[config.mk]
export PLATFORM = sky130hd
export DESIGN_NAME = pbus_arb_conn
export DESIGN_NICKNAME = d
export VERILOG_FILES = /design/src/rtl/pbus_arb_conn_pkg.sv /design/src/rtl/pbus_addr_dec.sv /design/src/rtl/pbus_arb_conn.sv
export SDC_FILE = /design/constraint.sdc
export NUM_CORES = 1
export LEC_CHECK = 0
export BUFFER_PORTS_ARGS = -buffer_cell sky130_fd_sc_hd__buf_2
export CAP_MARGIN = 10
export CORE_AREA = 2 2 137 139
export DETAILED_ROUTE_END_ITERATION = 16
export DIE_AREA = 0 0 139 141
export PLACE_DENSITY_LB_ADDON = 0.3
export SETUP_SLACK_MARGIN = 0.5
export SKIP_CTS_REPAIR_TIMING = 1
export SLEW_MARGIN = 25
export SYNTH_ARGS = -nofsm -noshare
export SYNTH_HDL_FRONTEND = slang
export SYNTH_SLANG_ARGS = --single-unit
[constraint.sdc]
create_clock -name clk -period 2.8 [get_ports clk]
set_input_delay 0.28 -clock clk [delete_from_list [all_inputs] [get_ports clk]]
set_output_delay 0.28 -clock clk [all_outputs]
set_load 0.005 [all_outputs]
[src/rtl/pbus_arb_conn_pkg.sv]
// Shared bus constants, arbiter state encoding and the address-span mask helper
// used by the peripheral-bus connector and its address decoder.
package pbus_arb_conn_pkg;

    localparam int XLEN        = 32;
    localparam int BUS_WIDTH   = 32;
    localparam int BUS_ACC_CNT = 4;
    localparam int ACC_W       = $clog2(BUS_ACC_CNT);
    localparam int TIMER_W     = 16;

    typedef enum logic [1:0] {
        ST_IDLE = 2'd0,
        ST_BUSY = 2'd1,
        ST_ERR  = 2'd2
    } arb_state_e;

    // Mask covering the low 'span' offset bits of an address.
    function automatic logic [XLEN-1:0] span_mask(input logic [7:0] span);
        if (int'(span) >= XLEN) return '1;
        return (XLEN'(1) << span) - XLEN'(1);
    endfunction

endpackage

[src/rtl/pbus_addr_dec.sv]
// Address decoder: matches m_addr against each slave window and reports the
// lowest-index matching slave.
module pbus_addr_dec
    import pbus_arb_conn_pkg::*;
#(
    parameter int                          SLAVE_CNT  = 5,
    parameter logic [XLEN*SLAVE_CNT-1:0]   SLAVE_BASE = {32'hf0000000, 32'hb0000000, 32'ha0000000,
                                                         32'h90000000, 32'h80000000},
    parameter logic [8*SLAVE_CNT-1:0]      SLAVE_SPAN = {8'd3, 8'd3, 8'd3, 8'd2, 8'd2},
    localparam int                         IDX_W      = (SLAVE_CNT > 1) ? $clog2(SLAVE_CNT) : 1
) (
    input  logic [XLEN-1:0]  m_addr,
    output logic             hit,
    output logic [IDX_W-1:0] idx
);

    // Scanning from the top down lets the lowest matching index overwrite the rest.
    always_comb begin
        hit = 1'b0;
        idx = '0;
        for (int i = SLAVE_CNT - 1; i >= 0; i--) begin
            if ((m_addr & ~span_mask(SLAVE_SPAN[8*i +: 8])) == SLAVE_BASE[XLEN*i +: XLEN]) begin
                hit = 1'b1;
                idx = IDX_W'(i);
            end
        end
    end

endmodule

[src/rtl/pbus_arb_conn.sv]
// Single-master peripheral-bus connector: zero-latency request forwarding to the
// decoded slave, response return from the latched slave, decode-miss and timeout faults.
//   state   | meaning
//   IDLE    | waiting for m_req; hit forwards s_req, miss raises bus_fault
//   BUSY    | access outstanding on slave r_idx, timer running
//   ERR     | one-cycle faulted response after a decode miss
module pbus_arb_conn
    import pbus_arb_conn_pkg::*;
#(
    parameter int                          SLAVE_CNT   = 5,
    parameter logic [XLEN*SLAVE_CNT-1:0]   SLAVE_BASE  = {32'hf0000000, 32'hb0000000, 32'ha0000000,
                                                          32'h90000000, 32'h80000000},
    parameter logic [8*SLAVE_CNT-1:0]      SLAVE_SPAN  = {8'd3, 8'd3, 8'd3, 8'd2, 8'd2},
    parameter int                          TIMEOUT_CYC = 255
) (
    input  logic                           clk,
    input  logic                           rst,
    input  logic                           m_req,
    input  logic [XLEN-1:0]                m_addr,
    input  logic                           m_w_rb,
    input  logic [ACC_W-1:0]               m_acc,
    input  logic [BUS_WIDTH-1:0]           m_wdata,
    output logic                           m_resp,
    output logic [BUS_WIDTH-1:0]           m_rdata,
    output logic                           m_fault,
    output logic [SLAVE_CNT-1:0]           s_req,
    output logic [XLEN-1:0]                s_addr,
    output logic                           s_w_rb,
    output logic [ACC_W-1:0]               s_acc,
    output logic [BUS_WIDTH-1:0]           s_wdata,
    input  logic [SLAVE_CNT-1:0]           s_resp,
    input  logic [BUS_WIDTH*SLAVE_CNT-1:0] s_rdata,
    input  logic [SLAVE_CNT-1:0]           s_fault,
    output logic                           bus_fault,
    output logic                           tmo,
    output logic                           busy
);

    localparam int IDX_W = (SLAVE_CNT > 1) ? $clog2(SLAVE_CNT) : 1;

    arb_state_e         r_state;
    arb_state_e         w_next;
    logic [TIMER_W-1:0] r_timer;
    logic [IDX_W-1:0]   r_idx;

    logic               w_hit;
    logic [IDX_W-1:0]   w_dec_idx;
    logic               w_issue;
    logic               w_miss;
    logic               w_sel_resp;
    logic               w_timeout;

    pbus_addr_dec #(
        .SLAVE_CNT  (SLAVE_CNT),
        .SLAVE_BASE (SLAVE_BASE),
        .SLAVE_SPAN (SLAVE_SPAN)
    ) u_dec (
        .m_addr (m_addr),
        .hit    (w_hit),
        .idx    (w_dec_idx)
    );

    // Same-cycle forwarding is gated by rst so outputs stay at zero throughout reset.
    assign w_issue    = (r_state == ST_IDLE) && m_req && w_hit && !rst;
    assign w_miss     = (r_state == ST_IDLE) && m_req && !w_hit && !rst;
    assign w_sel_resp = s_resp[r_idx];
    assign w_timeout  = (r_state == ST_BUSY) && !w_sel_resp &&
                        (r_timer == TIMER_W'(TIMEOUT_CYC - 1));

    always_ff @(posedge clk or posedge rst) begin
        if (rst) begin
            r_state <= ST_IDLE;
            r_timer <= '0;
            r_idx   <= '0;
        end else begin
            r_state <= w_next;
            r_timer <= ((r_state == ST_BUSY) && (w_next == ST_BUSY)) ? r_timer + TIMER_W'(1) : '0;
            if (w_issue) begin
                r_idx <= w_dec_idx;
            end
        end
    end

    always_comb begin
        w_next = r_state;
        case (r_state)
            ST_IDLE: begin
                if (w_issue) begin
                    w_next = ST_BUSY;
                end else if (w_miss) begin
                    w_next = ST_ERR;
                end
            end
            ST_BUSY: begin
                if (w_sel_resp || w_timeout) begin
                    w_next = ST_IDLE;
                end
            end
            ST_ERR:  w_next = ST_IDLE;
            default: w_next = ST_IDLE;
        endcase
    end

    always_comb begin
        s_req     = '0;
        s_addr    = '0;
        s_w_rb    = 1'b0;
        s_acc     = '0;
        s_wdata   = '0;
        bus_fault = w_miss;
        m_resp    = 1'b0;
        m_rdata   = '0;
        m_fault   = 1'b0;
        tmo       = 1'b0;
        busy      = 1'b0;
        if (w_issue) begin
            s_req[w_dec_idx] = 1'b1;
            s_addr  = m_addr & span_mask(SLAVE_SPAN[8*w_dec_idx +: 8]);
            s_w_rb  = m_w_rb;
            s_acc   = m_acc;
            s_wdata = m_wdata;
        end
        case (r_state)
            ST_BUSY: begin
                busy    = 1'b1;
                m_resp  = w_sel_resp || w_timeout;
                m_rdata = w_sel_resp ? s_rdata[BUS_WIDTH*r_idx +: BUS_WIDTH] : '0;
                m_fault = w_sel_resp ? s_fault[r_idx] : w_timeout;
                tmo     = w_timeout;
            end
            ST_ERR: begin
                m_resp  = 1'b1;
                m_fault = 1'b1;
            end
            default: ;
        endcase
    end

endmodule

==> flow_summary.toml, run 1 <==
[critical_path]
critPathKind = "register to primary output"
cp.arrival_ps = 2060
cp-start-kind = "register"
path_max_fanout = 16
crit_required_ps = 2520
setup.worst_path.end_class = "primary output"

[layout]
register_area_um2 = 531
instances_no_fill = 892
n_fill_cell = 1997
final_cell_area_mm2 = 0.00518
insertedDiodeCount = 0
multiInputGateArea_mm2 = 0.00235
area_delta_synth_final_pct = 69.5
nNetsFinal = 905
drive_gt1_frac = 0.626

[status]
outcome = "complete, no violations"

[place]
dp_cells = 875
gp_congestion = 0.804
io_buffer_count = 320
placed_area_mm2 = 0.00484
hpwl_mm = 11.3

[clocking]
root_buffer = "clkbuf_16"
cts_tree = "done"
insertion_delay_ps = 250
path_clk_slew_ps = 60
cts_max_level = 1
clk_path_buf_depth = 2
cts_buffers = 3
numClockSinks = 21

[sta]
timing.fmax_mhz = 427
fin_crit_sh = 0.836
rsz0062_at_grt = "true"
period_minus_slack_ps = 2340
fin_worst_skew_ps = 3.67
setup_violations = 0
hold_viol_final = 0
drv_slew = 0
holdWs_ps = 59.6
setup_tns_ps = 0

[drt]
dr_total_vias = 3875
drt_iter0_drc = 221
dr.pass1.iters = 4
antenna_left = 0
drc = 0
wire_per_inst_um = 15.5
viasPerCell = 4.34
drt_wl_total_mm = 13.8

[die]
die_area_mm2 = 0.0196
initial_utilization = 0.167
dieHeight_um = 141
num_rows = 50
die_x_um = 139
coreArea_mm2 = 0.0183
io_pins = 349

[global_routing]
grt_max_degree = 41
grt_pass1_vias = 3665
antenna_found_initial = 2
grt_pass1_wl_mm = 19.5
grtUsageTotal = 0.123
grt_overflow = 0

[logic_synthesis]
yosys.area.top_type_share = 0.251
synthCells = 333
syn-mean-instance-area_um2 = 9.17
async_flop_share = 1.00
synth_area_leaders = "mux4_2 25%, dfrtp_1 17%, a22oi_1 7.9%"
synth_most_common_cell = "nor2_1"
yosysSeqAreaShare = 0.172
synth-seq-cells = 21
ys_types = 43
synth_top_cell_by_area = "mux4_2"
synth_ff_type = "dfrtp_1"
synthTopCellsByCount = "47 x nor2_1, 38 x and2_1, 34 x mux4_2"
yosys_warnings = 0
synth_edf_count = 0
syn_area_mm2 = 0.00305

[power_and_ir_drop]
p_total_w = 0.00103
vdd_drop_max_mv = 0.206
leakage_nw = 2.77
powerDensity_mw_per_mm2 = 198

[flow_run]
drv_cap = 0

[worst_hold_path]
min_path_type = "input port to async pin"
-- sequential cells by signal (all words and copies together) (netlist names) --
name / count
r_timer: 16
r_idx: 3
r_state: 2
-- metrics by stage --
stage          worst slack [ps]   util
6_report                    459  0.283
2_1_floorplan               632      -
4_1_cts                     123  0.270
3_5_place_dp                416  0.265
5_1_grt                     385  0.283
3_3_place_gp                453  0.265
-- where the power goes --
part	total [W]	internal [W]	switching, W
combinational	0.000408	0.000237	0.000171
sequential	0.000317	0.000310	0.00000703
clock	0.000301	0.000192	0.000109
-- area by class of cell --
| cell class | count | share of cell area |
|---|---|---|
| Timing Repair Buffer | 345 | 0.363 |
| Tap cell | 234 | 0.0566 |
| Inverter | 12 | 0.00870 |
| Sequential cell | 21 | 0.102 |
| Multi-Input combinational cell | 276 | 0.454 |
| Clock inverter | 1 | 0.000967 |
| Clock buffer | 3 | 0.0145 |
-- layout by cell type, fill, tap and decap left out, types with 2 or more instances in the layout --
cell,n
a21o_1,2
a22oi_1,32
inv_2,2
buf_2,320
nand4_1,6
mux4_2,34
and4_1,6
conb_1,28
xnor2_1,6
nor3_1,4
nor4b_1,2
inv_1,9
and2_1,38
buf_12,3
clkbuf_16,5
nor2_1,47
buf_6,2
buf_4,17
nand3_1,6
xor2_1,8
ha_1,4
dfrtp_1,19
nand2_1,7
and3_1,5
nor2_2,10
nor4_1,7
-- critical path: stages, from the launching register on --
cell       delay (ps)
dfrtp_4           500
mux4_2            530
a22o_4            280
nand2_4           120
clkbuf_16         190
nor2_1             60
buf_2             130
-- layer usage --
metal / global-route usage / part of all wire
met1: 0.164 / 0.41
met2: 0.221 / 0.50
met3: 0.0115 / 0.077
met4: 0.0207 / 0.014
met5: 0 / 0
-- worst paths after layout --
| path | start | end | slack [ps] | cells past startpoint |
|---|---|---|---|---|
| min in group clk | m_addr[29] | r_idx[2]$_DFFE_PP0P_ | 470 | 3 |
| max in group asynchronous | rst | r_idx[0]$_DFFE_PP0P_ | 2480 | 3 |
| min reg2reg | r_timer[0]$_DFF_PP0_ | r_timer[0]$_DFF_PP0_ | 500 | 1 |
| max | r_idx[0]$_DFFE_PP0P_ | m_rdata[30] | 460 | 6 |
| max reg2reg | r_idx[0]$_DFFE_PP0P_ | r_timer[2]$_DFF_PP0_ | 540 | 6 |
| min | rst | r_timer[7]$_DFF_PP0_ | 60 | 3 |
-- kinds of logic (layout without fill, tap and decap cells) --
kind of cell	after synthesis	count (layout)	synth area share
and+or+nand+nor	149	149	0.268
buffers and inverters	63	361	0.117
AOI/OAI and AO/OA	44	44	0.123
muxes	35	35	0.254
DFF	21	21	0.172
xor gates and xnor gates	14	14	0.0401
adders and majority gates	6	6	0.0246
other	1	28	0.00123
(Power assumes the default switching activity.)
==> inputs of run 2 (changes only) <==
==> constraint.sdc (replaced) <==
create_clock -name clk -period 2.4 [get_ports clk]
set_input_delay 0.24 -clock clk [delete_from_list [all_inputs] [get_ports clk]]
set_output_delay 0.24 -clock clk [all_outputs]
set_load 0.005 [all_outputs]
==> run 2 against run 1 <==
Compared with the run above: core utilization grew 4.2 points; final area grew 15%; wire length grew 13%; clock skew shrank 1.2 ps; clock power grew 21%; worst hold slack lost 19 ps; register-to-register slack lost 340 ps; sequential cell count is the same; sequential share of layout area shrank 1.4 points; critical endpoint is now s_req[1]; largest cell class unchanged; largest power group unchanged.
==> flow_summary.toml, run 2 (synthesis results as in run 1) <==
[layout]
largest_reg_flops = 16
area_delta_synth_final_pct = 94.7
n_fill_cell = 1933
final_common_cell = "buf_2"
regMostFlops = "r_timer"
layout_common_cells = "282 x buf_2, 47 x buf_6, 36 x and2_4, 34 x mux4_2, 31 x a22oi_1"
nNetsFinal = 922
drive_gt1_frac = 0.724
top_regs = "r_timer: 16 flops, r_idx: 3 flops, r_state: 2 flops"

[critical_path]
r2r_cells = 6
critPathLaunch = "r_state[0]$_DFF_PP0_"
crit_chain = "inv_2, ha_4, nand3b_1, nor4_4, buf_6, buf_12, and3_4, buf_6"
timing.rr.end = "r_timer[10]$_DFF_PP0_"
rrSetupSlack_ps = 200
cp.depth = 8
cp-start-kind = "register"
setup.worst_path.end_class = "primary output"
r2r-start = "r_idx[0]$_DFFE_PP0P_"
cpMostUsedCell = "buf_6"
critical_path_buf_inv_count = 4
cpLargestDelayFamily = "simple AND/OR/NAND/NOR gates"
path_max_fanout = 5
crit_required_ps = 2160
cp_slowest_cell = "dfrtp_1"
critPathKind = "register to primary output"
max_stage_delay_ps = 400
cp.arrival_ps = 2020

[place]
gp_congestion = 0.787
io_buffer_count = 320
hpwl_mm = 11.6
pre_cts_ws_ps = 182

[sta]
timing.fmax_mhz = 442
setup_ws_ps = 138
hold_viol_final = 0
fin_crit_sh = 0.942
rsz0062_at_grt = "true"
fin_worst_skew_ps = 2.51
period_minus_slack_ps = 2260
setup_violations = 0
drv_slew = 0

[global_routing]
antenna_found_initial = 1
grt_pass1_vias = 3774
grt_max_degree = 41
grt_pass1_wl_mm = 20.0
grtUsageTotal = 0.128
grt_overflow = 0

[die]
die_x_um = 139
dieHeight_um = 141
num_rows = 50
initial_utilization = 0.167
io_pins = 349
die_area_mm2 = 0.0196
coreArea_mm2 = 0.0183

[drt]
dr.pass1.iters = 4
wire_per_inst_um = 17.2
drt_wl_total_mm = 15.6
antenna_left = 0
dr_total_vias = 3996
viasPerCell = 4.39
drc = 0
drt_iter0_drc = 108

[power_and_ir_drop]
leakage_nw = 2.96
p_int_w = 0.000860
p_switching_w = 0.000353
vdd_drop_max_mv = 0.233
pwr-share-clk = 0.300
p_total_w = 0.00121
powerDensity_mw_per_mm2 = 204
pwr-share-comb = 0.396
switching_share = 0.291
power.share.sequential = 0.305

[status]
outcome = "complete, no violations"

[clocking]
clk_path_buf_depth = 2
path_clk_slew_ps = 60
insertion_delay_ps = 260
cts_tree = "done"
cts_buffers = 3
root_buffer = "clkbuf_16"
numClockSinks = 21
cts_max_level = 1

[worst_hold_path]
min_path_type = "input port to async pin"

[flow_run]
drv_cap = 0
[run 2: cell count changes in the layout (fill, tap and decap cells not counted), sizes merged]
cell / change
clkbuf: +5
buf: +12
diode: +1
[run 2: power by group through the flow]
stage                     registers, W  logic, W  clock network [W]
final                         0.000370  0.000480           0.000364
after global routing          0.000370  0.000532           0.000390
after CTS                     0.000368  0.000420           0.000372
after detailed placement      0.000374  0.000418                  0
after global placement        0.000375  0.000410                  0
after floorplan               0.000373  0.000193                  0
[run 2: cell type report]
cell class | count | area [um^2] | share of cell area
multi-input cells | 276 | 2620 | 0.441
clock buffers | 3 | 75.1 | 0.0126
flip-flops and latches | 21 | 528 | 0.0888
repair buffers | 362 | 2370 | 0.398
clock inverters | 1 | 5.00 | 0.000842
well taps | 234 | 293 | 0.0492
diodes | 1 | 2.50 | 0.000421
inverters | 12 | 52.6 | 0.00884
[run 2: routing by layer]
| layer | vias up | share of wire | global-route usage | wire (um) |
|---|---|---|---|---|
| li1 | 1861 | - | - | - |
| met1 | 1924 | 0.40 | 0.160 | 6170 |
| met2 | 206 | 0.54 | 0.239 | 8440 |
| met3 | 5 | 0.060 | 0.0143 | 933 |
| met4 | 0 | 0.0045 | 0.0271 | 71 |
| met5 | - | 0 | 0 | 0 |
[run 2: stage by stage]
| step | hold WS [ps] | util | std cells | setup TNS, ps | area, um^2 |
|---|---|---|---|---|---|
| 5_1_grt | 79.9 | 0.325 | 910 | 0 | 5950 |
| 3_3_place_gp | 318 | 0.268 | 876 | 0 | 4900 |
| 3_5_place_dp | 330 | 0.268 | 876 | 0 | 4900 |
| 6_report | 40.1 | 0.325 | 910 | 0 | 5950 |
| 4_1_cts | 51.2 | 0.272 | 880 | -16.6 | 4980 |
| 2_1_floorplan | 222 | - | 360 | 0 | 3180 |
[run 2: how the worst max path moves through the flow]
| stage | endpoint |
|---|---|
| global placement | r_timer[9]$_DFF_PP0_ |
| CTS | s_req[2] |
| global route | s_req[1] |
| floorplan | r_timer[10]$_DFF_PP0_ |
| finish | s_req[1] |
| detailed placement | r_timer[4]$_DFF_PP0_ |
[run 2: worst reg2reg max path: cells and delay by family, from the launching register on]
kind	cells	cell delay, ps
DFF	1	430
muxes	1	530
AOI/OAI and AO/OA	3	850
and+or+nand+nor	1	40
buffers and inverters	1	240
